File: src/rtl/fixed_point_pkg.sv
// Shared fixed-point helpers: default widths plus pure saturate and
// round-half-up shift functions that operate on a common 64-bit signed
// working width. Callers sign-extend into FN_W and slice the result back.
package fixed_point_pkg;

  localparam int FN_W                = 64;
  localparam int DEF_WORD_WIDTH_IN_1 = 16;
  localparam int DEF_WORD_WIDTH_IN_2 = 16;
  localparam int PROD_WIDTH          = DEF_WORD_WIDTH_IN_1 + DEF_WORD_WIDTH_IN_2;

  localparam logic [FN_W-1:0] ONE_W = {{(FN_W-1){1'b0}}, 1'b1};

  // Clamp a signed value into the two's complement range of 'width' bits.
  function automatic logic signed [FN_W-1:0] sat_signed(
    input logic signed [FN_W-1:0] value,
    input int                     width
  );
    logic signed [FN_W-1:0] max_v;
    logic signed [FN_W-1:0] min_v;
    logic signed [FN_W-1:0] res;
    max_v = $signed((ONE_W << (width - 1)) - ONE_W);
    min_v = ~max_v;
    res   = value;
    if (value > max_v) begin
      res = max_v;
    end else if (value < min_v) begin
      res = min_v;
    end
    return res;
  endfunction

  // Arithmetic right shift with round-half-up (add half an LSB first).
  function automatic logic signed [FN_W-1:0] round_shift(
    input logic signed [FN_W-1:0] value,
    input int                     shift
  );
    logic signed [FN_W-1:0] v;
    v = value;
    if (shift > 0) begin
      v = v + $signed(ONE_W << (shift - 1));
    end
    return v >>> shift;
  endfunction

endpackage

File: src/rtl/baugh_wooley_mult.sv
// Combinational two's complement multiplier using the Baugh-Wooley scheme:
// partial products that involve exactly one sign bit are inverted and a
// fixed correction constant is added, so the whole array is unsigned adds.
module baugh_wooley_mult #(
  parameter int WIDTH_A = 16,
  parameter int WIDTH_B = 16
) (
  input  logic [WIDTH_A-1:0]         a_i,
  input  logic [WIDTH_B-1:0]         b_i,
  output logic [WIDTH_A+WIDTH_B-1:0] product_o
);

  localparam int PW = WIDTH_A + WIDTH_B;

  logic [PW-1:0] sum_v;
  logic          pp;

  // Sum all partial products, then add 2^(PW-1) + 2^(A-1) + 2^(B-1).
  always_comb begin
    sum_v = '0;
    pp    = 1'b0;
    for (int i = 0; i < WIDTH_A; i++) begin
      for (int j = 0; j < WIDTH_B; j++) begin
        pp = a_i[i] & b_i[j];
        if ((i == WIDTH_A - 1) != (j == WIDTH_B - 1)) begin
          pp = ~pp;
        end
        sum_v = sum_v + (PW'(pp) << (i + j));
      end
    end
    sum_v = sum_v + (PW'(1) << (PW - 1)) + (PW'(1) << (WIDTH_A - 1))
                  + (PW'(1) << (WIDTH_B - 1));
    product_o = sum_v;
  end

endmodule

File: src/rtl/fixed_point_mac_pipe_round_sat.sv
// Output-stage arithmetic: round-half-up binary-point shift followed by a
// clamp to the output width. clamp_o flags that the value did not fit.
module fixed_point_round_sat
  import fixed_point_pkg::*;
#(
  parameter int IN_W  = 41,
  parameter int OUT_W = 16,
  parameter int SHIFT = 8
) (
  input  logic [IN_W-1:0]  value_i,
  output logic [OUT_W-1:0] result_o,
  output logic             clamp_o
);

  logic signed [FN_W-1:0] wide;
  logic signed [FN_W-1:0] shifted;
  logic signed [FN_W-1:0] sat;

  // Widen, shift with rounding, then clamp and detect clamping.
  always_comb begin
    wide     = {{(FN_W-IN_W){value_i[IN_W-1]}}, value_i};
    shifted  = round_shift(wide, SHIFT);
    sat      = sat_signed(shifted, OUT_W);
    result_o = sat[OUT_W-1:0];
    clamp_o  = (sat != shifted);
  end

endmodule

File: src/rtl/fixed_point_mac_pipe.sv
// Three-stage signed fixed-point multiply/accumulate with valid/ready flow
// control. S1 holds operands, S2 the full product, S3 the rounded and
// saturated result. Non-last accumulate beats fold into the accumulator
// straight out of S2 and never occupy S3. ACC_WIDTH+1 must stay below the
// 64-bit working width of the package helpers.
module fixed_point_mac_pipe
  import fixed_point_pkg::*;
#(
  parameter int WORD_WIDTH_IN_1 = DEF_WORD_WIDTH_IN_1,
  parameter int WORD_WIDTH_IN_2 = DEF_WORD_WIDTH_IN_2,
  parameter int WORD_WIDTH_OUT  = 16,
  parameter int FRAC_SHIFT      = 8,
  parameter int ACC_WIDTH       = PROD_WIDTH + 8
) (
  input  logic                       clk,
  input  logic                       rst_n,
  input  logic                       in_valid,
  output logic                       in_ready,
  input  logic [WORD_WIDTH_IN_1-1:0] multiplier,
  input  logic [WORD_WIDTH_IN_2-1:0] multiplicand,
  input  logic                       in_acc_mode,
  input  logic                       in_last,
  output logic                       out_valid,
  input  logic                       out_ready,
  output logic [WORD_WIDTH_OUT-1:0]  result,
  output logic                       out_overflow
);

  localparam int PROD_W = WORD_WIDTH_IN_1 + WORD_WIDTH_IN_2;
  localparam int EXT_W  = ACC_WIDTH + 1;

  logic                       s1_valid_q, s1_valid_d;
  logic [WORD_WIDTH_IN_1-1:0] s1_a_q, s1_a_d;
  logic [WORD_WIDTH_IN_2-1:0] s1_b_q, s1_b_d;
  logic                       s1_acc_q, s1_acc_d;
  logic                       s1_last_q, s1_last_d;

  logic                       s2_valid_q, s2_valid_d;
  logic [PROD_W-1:0]          s2_prod_q, s2_prod_d;
  logic                       s2_acc_q, s2_acc_d;
  logic                       s2_last_q, s2_last_d;

  logic                       out_valid_q, out_valid_d;
  logic [WORD_WIDTH_OUT-1:0]  result_q, result_d;
  logic                       ovf_q, ovf_d;
  logic [ACC_WIDTH-1:0]       acc_q, acc_d;
  logic                       sticky_q, sticky_d;

  logic                       s3_free, s2_nl_acc, s2_adv, s2_load, s1_adv, s1_load;
  logic [PROD_W-1:0]          prod_w;
  logic [EXT_W-1:0]           acc_ext, prod_ext, sum_ext, rs_in;
  logic signed [FN_W-1:0]     sum_wide, sat_wide;
  logic                       acc_clamp;
  logic [WORD_WIDTH_OUT-1:0]  rs_result;
  logic                       rs_clamp;

  baugh_wooley_mult #(
    .WIDTH_A (WORD_WIDTH_IN_1),
    .WIDTH_B (WORD_WIDTH_IN_2)
  ) u_mult (
    .a_i       (s1_a_q),
    .b_i       (s1_b_q),
    .product_o (prod_w)
  );

  fixed_point_round_sat #(
    .IN_W  (EXT_W),
    .OUT_W (WORD_WIDTH_OUT),
    .SHIFT (FRAC_SHIFT)
  ) u_round_sat (
    .value_i  (rs_in),
    .result_o (rs_result),
    .clamp_o  (rs_clamp)
  );

  // Stage advance chain, back to front; in_ready never looks at in_valid.
  always_comb begin
    s3_free   = !out_valid_q | out_ready;
    s2_nl_acc = s2_acc_q & !s2_last_q;
    s2_adv    = s2_valid_q & (s2_nl_acc | s3_free);
    s2_load   = !s2_valid_q | s2_adv;
    s1_adv    = s1_valid_q & s2_load;
    s1_load   = !s1_valid_q | s1_adv;
  end

  // Accumulator add at ACC_WIDTH+1 bits, saturated back to ACC_WIDTH.
  always_comb begin
    acc_ext   = {acc_q[ACC_WIDTH-1], acc_q};
    prod_ext  = {{(EXT_W-PROD_W){s2_prod_q[PROD_W-1]}}, s2_prod_q};
    sum_ext   = acc_ext + prod_ext;
    sum_wide  = {{(FN_W-EXT_W){sum_ext[EXT_W-1]}}, sum_ext};
    sat_wide  = sat_signed(sum_wide, ACC_WIDTH);
    acc_clamp = (sat_wide != sum_wide);
    rs_in     = s2_acc_q ? sat_wide[EXT_W-1:0] : prod_ext;
  end

  // Next-state for all three stages and the group accumulator.
  always_comb begin
    s1_valid_d  = s1_load ? in_valid : s1_valid_q;
    s1_a_d      = s1_a_q;
    s1_b_d      = s1_b_q;
    s1_acc_d    = s1_acc_q;
    s1_last_d   = s1_last_q;
    if (s1_load && in_valid) begin
      s1_a_d    = multiplier;
      s1_b_d    = multiplicand;
      s1_acc_d  = in_acc_mode;
      s1_last_d = in_last & in_acc_mode;
    end

    s2_valid_d  = s2_load ? s1_valid_q : s2_valid_q;
    s2_prod_d   = s2_prod_q;
    s2_acc_d    = s2_acc_q;
    s2_last_d   = s2_last_q;
    if (s2_load && s1_valid_q) begin
      s2_prod_d = prod_w;
      s2_acc_d  = s1_acc_q;
      s2_last_d = s1_last_q;
    end

    out_valid_d = out_valid_q & !out_ready;
    result_d    = result_q;
    ovf_d       = ovf_q;
    acc_d       = acc_q;
    sticky_d    = sticky_q;
    if (s2_adv) begin
      if (s2_nl_acc) begin
        acc_d    = sat_wide[ACC_WIDTH-1:0];
        sticky_d = sticky_q | acc_clamp;
      end else begin
        out_valid_d = 1'b1;
        result_d    = rs_result;
        if (s2_acc_q) begin
          ovf_d    = rs_clamp | sticky_q | acc_clamp;
          acc_d    = '0;
          sticky_d = 1'b0;
        end else begin
          ovf_d    = rs_clamp;
        end
      end
    end
  end

  // Pipeline and accumulator registers; reset discards everything in flight.
  always_ff @(posedge clk or negedge rst_n) begin
    if (!rst_n) begin
      s1_valid_q  <= 1'b0;
      s1_a_q      <= '0;
      s1_b_q      <= '0;
      s1_acc_q    <= 1'b0;
      s1_last_q   <= 1'b0;
      s2_valid_q  <= 1'b0;
      s2_prod_q   <= '0;
      s2_acc_q    <= 1'b0;
      s2_last_q   <= 1'b0;
      out_valid_q <= 1'b0;
      result_q    <= '0;
      ovf_q       <= 1'b0;
      acc_q       <= '0;
      sticky_q    <= 1'b0;
    end else begin
      s1_valid_q  <= s1_valid_d;
      s1_a_q      <= s1_a_d;
      s1_b_q      <= s1_b_d;
      s1_acc_q    <= s1_acc_d;
      s1_last_q   <= s1_last_d;
      s2_valid_q  <= s2_valid_d;
      s2_prod_q   <= s2_prod_d;
      s2_acc_q    <= s2_acc_d;
      s2_last_q   <= s2_last_d;
      out_valid_q <= out_valid_d;
      result_q    <= result_d;
      ovf_q       <= ovf_d;
      acc_q       <= acc_d;
      sticky_q    <= sticky_d;
    end
  end

  assign in_ready     = s1_load;
  assign out_valid    = out_valid_q;
  assign result       = result_q;
  assign out_overflow = ovf_q;

endmodule
File: config.mk
export PLATFORM = sky130hd
export DESIGN_NAME = fixed_point_mac_pipe
export DESIGN_NICKNAME = d
export VERILOG_FILES = /design/src/rtl/fixed_point_pkg.sv /design/src/rtl/baugh_wooley_mult.sv /design/src/rtl/fixed_point_mac_pipe_round_sat.sv /design/src/rtl/fixed_point_mac_pipe.sv
export SDC_FILE = /design/constraint.sdc
export NUM_CORES = 1
export LEC_CHECK = 0
export CAP_MARGIN = 20
export CORE_MARGIN = 10
export CORE_UTILIZATION = 58
export DETAILED_ROUTE_END_ITERATION = 7
export MAX_ROUTING_LAYER = met4
export PLACE_DENSITY = 0.79
export SLEW_MARGIN = 40
export SYNTH_ARGS = -nofsm -noshare
export SYNTH_HDL_FRONTEND = slang
export SYNTH_SLANG_ARGS = --single-unit
File: constraint.sdc
create_clock -name clk -period 6.4 [get_ports clk]
set_input_delay 1.28 -clock clk [delete_from_list [all_inputs] [get_ports clk]]
set_output_delay 1.28 -clock clk [all_outputs]
set_load 0.005 [all_outputs]
; ---- After elaboration in Yosys (flattened, before gate mapping)
; Index checks and enable logic that the tools add are counted.
[op_classes]
addsub = 260
n_lt_le_gt_ge = 4
muxes = 12
n_bitwise = 299
n_reduce_logical = 10
n_eq_ne = 2
multipliers = 0
shift = 0
n_div = 0
[ops]
columns = cell, n
row1 = adder 32 x 16 -> 32 bit, 16
row2 = adder 32 x 15 -> 32 bit, 15
row3 = adder 32 x 17 -> 32 bit, 15
row4 = adder 32 x 14 -> 32 bit, 14
row5 = adder 32 x 18 -> 32 bit, 14
row6 = adder 32 x 13 -> 32 bit, 13
row7 = adder 32 x 19 -> 32 bit, 13
row8 = adder 32 x 12 -> 32 bit, 12
row9 = adder 32 x 20 -> 32 bit, 12
row10 = adder 32 x 11 -> 32 bit, 11
row11 = adder 32 x 21 -> 32 bit, 11
row12 = adder 32 x 10 -> 32 bit, 10
row13 = adder 32 x 22 -> 32 bit, 10
row14 = adder 32 x 23 -> 32 bit, 9
row15 = adder 32 x 9 -> 32 bit, 9
row16 = AND 1 bit, 261
row17 = adder 32 x 24 -> 32 bit, 8
row18 = adder 32 x 8 -> 32 bit, 8
row19 = two-way mux 64 bit, 4
row20 = adder 32 x 25 -> 32 bit, 7
row21 = adder 32 x 7 -> 32 bit, 7
row22 = adder 32 x 26 -> 32 bit, 6
row23 = adder 32 x 6 -> 32 bit, 6
row24 = adder 32 x 27 -> 32 bit, 5
row25 = 28 further kinds, 91
[word_totals]
out_inout_bits = 19
ramBits = 0
memories = 0
regBits = 129
elab_cells = 601
latch_bits = 0
romBits = 0

; ---- Longest topological paths before layout
[logic_depth]
word_depth = 259
ltp_mapped = 29

; ---- By module
; From an unflattened synthesis, not the netlist that was laid out.
[hier_totals]
cells_unflattened = 1915
hier_area_um2 = 17498.0
[modules_own_cells]
columns = module, seq_area_each_um2, cells_each, area_per_inst_um2, instances
row1 = baugh_wooley_mult, 0.0, 935, 8275.4, 1
row2 = fixed_point_mac_pipe, 3228.1, 777, 7836.3, 1
row3 = fixed_point_round_sat, 0.0, 203, 1386.3, 1

; ---- Worst setup path before layout
; No wires, ideal clock.
[synth_timing]
path_kind = register to register
from = register s1_a_q[10]
to = register s2_prod_q[30]
setup_slack_ns = -0.502
t_required_ns = 6.280
n_path_buf = 2
t_arrival_ns = 6.781
setup_time_ns = 0.120
path_stages_with_launch = 27
path_cell_list = dfrtp_1 clkbuf_1 clkbuf_1 nand2_1 fa_1 inv_1 fa_1 fa_1 fa_1 fa_1 ha_1 ha_1 inv_1 o21bai_1 a21oi_1 o21bai_1 a21oi_1 o21bai_1 a21oi_1 o21ai_0 o311a_1 a41o_1 o41ai_1 o21a_1 a2111oi_0 or3_1 a41o_1
[synth_via]
elab_chain_cells = 100
elab_cells_between_ends = 116
classes_between = add/sub (99) / bitwise (17)
[synth_lines]
columns = item, line_no
row1 = start: declaration, fixed_point_mac_pipe.sv:33  ; logic [WORD_WIDTH_IN_1-1:0] s1_a_q, s1_a_d;
row2 = start signal: assignment, fixed_point_mac_pipe.sv:148  ; s1_a_q <= '0;
row3 = start signal: assignment, fixed_point_mac_pipe.sv:163  ; s1_a_q <= s1_a_d;
row4 = AND 1 bit, baugh_wooley_mult.sv:24  ; pp = a_i[i] & b_i[j];
row5 = adder 32 x 11 -> 32 bit, baugh_wooley_mult.sv:28  ; sum_v = sum_v + (PW'(pp) << (i + j));
row6 = adder 32 x 12 -> 32 bit, baugh_wooley_mult.sv:28
row7 = adder 32 x 13 -> 32 bit, baugh_wooley_mult.sv:28
row8 = adder 32 x 14 -> 32 bit, baugh_wooley_mult.sv:28
row9 = adder 32 x 15 -> 32 bit, baugh_wooley_mult.sv:28
row10 = adder 32 x 16 -> 32 bit, baugh_wooley_mult.sv:28
row11 = adder 32 x 17 -> 32 bit, baugh_wooley_mult.sv:28
row12 = [84 not listed], -
row13 = adder 32 x 27 -> 32 bit *, baugh_wooley_mult.sv:28
row14 = adder 32 x 28 -> 32 bit *, baugh_wooley_mult.sv:28
row15 = adder 32 x 29 -> 32 bit *, baugh_wooley_mult.sv:28
row16 = adder 32 x 30 -> 32 bit *, baugh_wooley_mult.sv:28
row17 = adder 32 x 31 -> 32 bit *, baugh_wooley_mult.sv:28
row18 = adder 32 bit *, baugh_wooley_mult.sv:31  ; sum_v = sum_v + (PW'(1) << (PW - 1)) + (PW'(1) << (WIDTH_A - 1))
row19 = adder 32 x 16 -> 32 bit *, baugh_wooley_mult.sv:31
row20 = adder 32 x 16 -> 32 bit *, baugh_wooley_mult.sv:32  ; + (PW'(1) << (WIDTH_B - 1));
row21 = end signal: assignment, fixed_point_mac_pipe.sv:168  ; s2_prod_q <= s2_prod_d;
row22 = end: declaration, fixed_point_mac_pipe.sv:39  ; logic [PROD_W-1:0] s2_prod_q, s2_prod_d;
; Mark *: on every way between the ends. The rest lies on a longest branch, timed or not.
; A chain may end at the register's enable or synchronous reset.

; ---- Worst setup path after layout
[layout_timing]
from = register s1_a_q[5]
to = register s2_prod_q[27]
[layout_via]
elab_chain_cells = 180
elab_cells_between_ends = 196
classes_between = add/sub (179) / bitwise (17)
[layout_lines]
columns = item, line_no
row1 = AND 1 bit, baugh_wooley_mult.sv:24
row2 = adder 32 x 6 -> 32 bit, baugh_wooley_mult.sv:28
row3 = adder 32 x 7 -> 32 bit, baugh_wooley_mult.sv:28
row4 = adder 32 x 8 -> 32 bit, baugh_wooley_mult.sv:28
row5 = adder 32 x 9 -> 32 bit, baugh_wooley_mult.sv:28
row6 = adder 32 x 10 -> 32 bit, baugh_wooley_mult.sv:28
row7 = adder 32 x 11 -> 32 bit, baugh_wooley_mult.sv:28
row8 = adder 32 x 12 -> 32 bit, baugh_wooley_mult.sv:28
row9 = [164 not listed], -
row10 = adder 32 x 27 -> 32 bit *, baugh_wooley_mult.sv:28
row11 = adder 32 x 28 -> 32 bit *, baugh_wooley_mult.sv:28
row12 = adder 32 x 29 -> 32 bit *, baugh_wooley_mult.sv:28
row13 = adder 32 x 30 -> 32 bit *, baugh_wooley_mult.sv:28
row14 = adder 32 x 31 -> 32 bit *, baugh_wooley_mult.sv:28
row15 = adder 32 bit *, baugh_wooley_mult.sv:31
row16 = adder 32 x 16 -> 32 bit *, baugh_wooley_mult.sv:31
row17 = adder 32 x 16 -> 32 bit *, baugh_wooley_mult.sv:32
; Marks and branches as above.

==> results.md <==
* Worst-Skew Late Latency at 0.45 ns
* Hold crit path type: register to register
* Busiest grt layer: met2
* IO Count at 57
* Vias in the first global route at 15300
* Most frequent cells in the layout: nand2_1 (254), fa_1 (191), inv_1 (188)
* R2R Setup Slk at -0.23 ns
* DR iter-0 viols at 1508
* Fin Setup TNS at -0.786 ns
* Cell Area, Synth at 17200 um^2
* Main combinational cell family by area after synthesis: adder cells
* Die outline area at 36900 um^2
* Share of cells above drive strength 1 at 0.171
* CTS tree: done
* YS warnings at 0
* Average vias per placed instance at 6.16
* Post-synthesis compound-gate area fraction at 0.155
* Slew Limit Headroom at 0.528
* Outcome: finished, violations left
* Synth Register Bits at 129
* Max Cap Violations at 0
* Multi-input logic area at 13300 um^2
* Most common cell after layout, fill and taps aside: nand2_1
* Critical path fanouts, max at 6
* Syn Area/Cell at 8.99 um^2
* Core footprint at 28900 um^2
* Area Growth Syn to Fin at 17.7%
* Post-route DRC at 0
* Nets at 2426
* Crit share post-route at 1.04
* Initial Util at 0.593
* Xor/xnor share of the synthesized area at 0.0383
* Placed Instance Area at 18800 um^2
* CTS hold repair buffers at 0
* Fill cells at 2141
* Critical path's largest stage delay at 0.61 ns
* FF/Latch Area at 3250 um^2
* CP Capture Type: register
* CTS buffer count at 17
* Clock slew at reported path FFs at 0.07 ns
* Final setup margin at -0.227 ns
* DP HPWL at 37.3 mm
* Skew final at 0.0167 ns
* Root Driver: clkbuf_16
* Post-synth cell types at 97
* Unrepaired setup endpoints after global routing: true
* Global-route wire length before repair at 80.2 mm
* Fin. Hold Viols at 0
* Fin crit period at 6.63 ns
* Worst-margin pin slew at 0.706 ns
* Syn Inst Count at 1908
* DRT Pass-1 Iters at 7
* Critical path class: register to register
* Post-synthesis net count at 2282
* Die height at 192 um
* Register area share after synthesis at 0.188
* CP max stage cell: fa_2
* Antenna diode count at 0
* Top_reg_cell synth: dfrtp_1
* Multiplexer share of the synthesized area at 0.0340
* Post-layout instance area at 20200 um^2
* CTS H-Tree Depth at 4
* Crit path arrival time at 6.93 ns
* WL/cell at 21.4 um
* Initial antenna violation count at 0
* Met2 Resource Use GR at 0.460
* Worst-case clock buffer depth at 2
* Crit start category: register
* Post-synthesis adder-cell area fraction at 0.338
* Grt met1 use at 0.347
* I/O Buffers at 56
* Largest net degree at the start of global routing at 68
* Slew Limit Fails at 0
* Post-Route WL at 52.4 mm
* Asr flop ratio synth at 1.00
* Simple-gate share of the synthesized area at 0.183
* Die W at 192 um
* Routability cong. at 0.996
* Fmax at 0.151 GHz
* Met3 Usage GRT at 0.0372
* Grt total ovfl at 0
* Row Count at 62
* Post-route ant nets at 0
* Clk sink count at 129
* Violated checks: negative setup slack
* Crit path required time at 6.71 ns
* Via count at 15100
* Post-synth EDFFs at 0
* Total track usage at 0.281
* Critical Path Most Common Cell: a21oi_2
* Final Setup Violations at 4
-- state kept, by name, summed over array words and instances (netlist names), 16 cells and up --
name,flops
s1_b_q,16
s1_a_q,16
result,16
s2_prod_q,32
acc_q,40
-- Yosys cell counts (40+ instances only) --
library cell,instances,area share
a21oi_1,86,0.025
and2_1,111,0.040
clkbuf_1,71,0.016
dfrtp_1,129,0.19
fa_1,199,0.23
ha_1,137,0.10
inv_1,193,0.042
mux2_2,47,0.031
nand2_1,261,0.057
nor2_1,95,0.021
o21ai_0,103,0.030
xnor2_1,40,0.020
-- through the flow --
step / hold slack [ns] / cells / util / setup slack (ns)
after floorplan: 0.443 / 1908 / - / -0.0318
final: 0.493 / 2447 / 0.698 / -0.227
after global routing: 0.525 / 2447 / 0.698 / -0.382
after global placement: 0.456 / 2382 / 0.650 / -0.0760
after detailed placement: 0.483 / 2382 / 0.650 / -0.254
after CTS: 0.495 / 2424 / 0.679 / 0.000111
-- what timing repair did --
item	in CTS	in global routing
pin swaps	30	51
gates resized for setup	21	80
endpoints found under the setup margin	5	24
buffers inserted	12	24
-- worst paths after layout --
kind                                  to      start  cells after the start
setup / recovery           s2_prod_q[27]  s1_a_q[5]                     28
hold / removal                 acc_q[26]  acc_q[26]                      2
setup reg to reg           s2_prod_q[27]  s1_a_q[5]                     28
hold reg to reg                acc_q[26]  acc_q[26]                      2
max in group asynchronous  s2_prod_q[31]      rst_n                      2
min in group asynchronous      out_valid      rst_n                      1
-- area by class of cell --
| type | count | area share |
|---|---|---|
| clock buffers | 18 | 0.0218 |
| clock inverters | 12 | 0.00905 |
| inverters | 193 | 0.0360 |
| multi-input cells | 1500 | 0.657 |
| flip-flops and latches | 129 | 0.161 |
| well taps | 384 | 0.0238 |
| repair buffers | 211 | 0.0911 |
-- critical path: cells and delay by family (launching register included) --
family	cells	cell delay, ns
adders and majority gates	8	2.92
DFF	1	0.45
AOI/OAI and AO/OA	14	2.42
and+or+nand+nor	2	0.24
buffers and inverters	4	0.47
-- logic make-up (layout without fill, tap and decap cells) --
| group | after synthesis | count (layout) |
|---|---|---|
| buffers and inverters | 279 | 434 |
| DFF | 129 | 129 |
| adders and majority gates | 346 | 346 |
| xor gates and xnor gates | 75 | 75 |
| and+or+nand+nor | 630 | 630 |
| muxes | 52 | 52 |
| AOI/OAI and AO/OA | 397 | 397 |
-- metal layers --
layer,wire [um],share of wire
met4,2220,0.042
met2,25400,0.48
met5,0,0
met1,21000,0.40
met3,3780,0.072
Power is not shown: default switching activity piles up to over one toggle a cycle in this logic, so the estimate is an artifact.
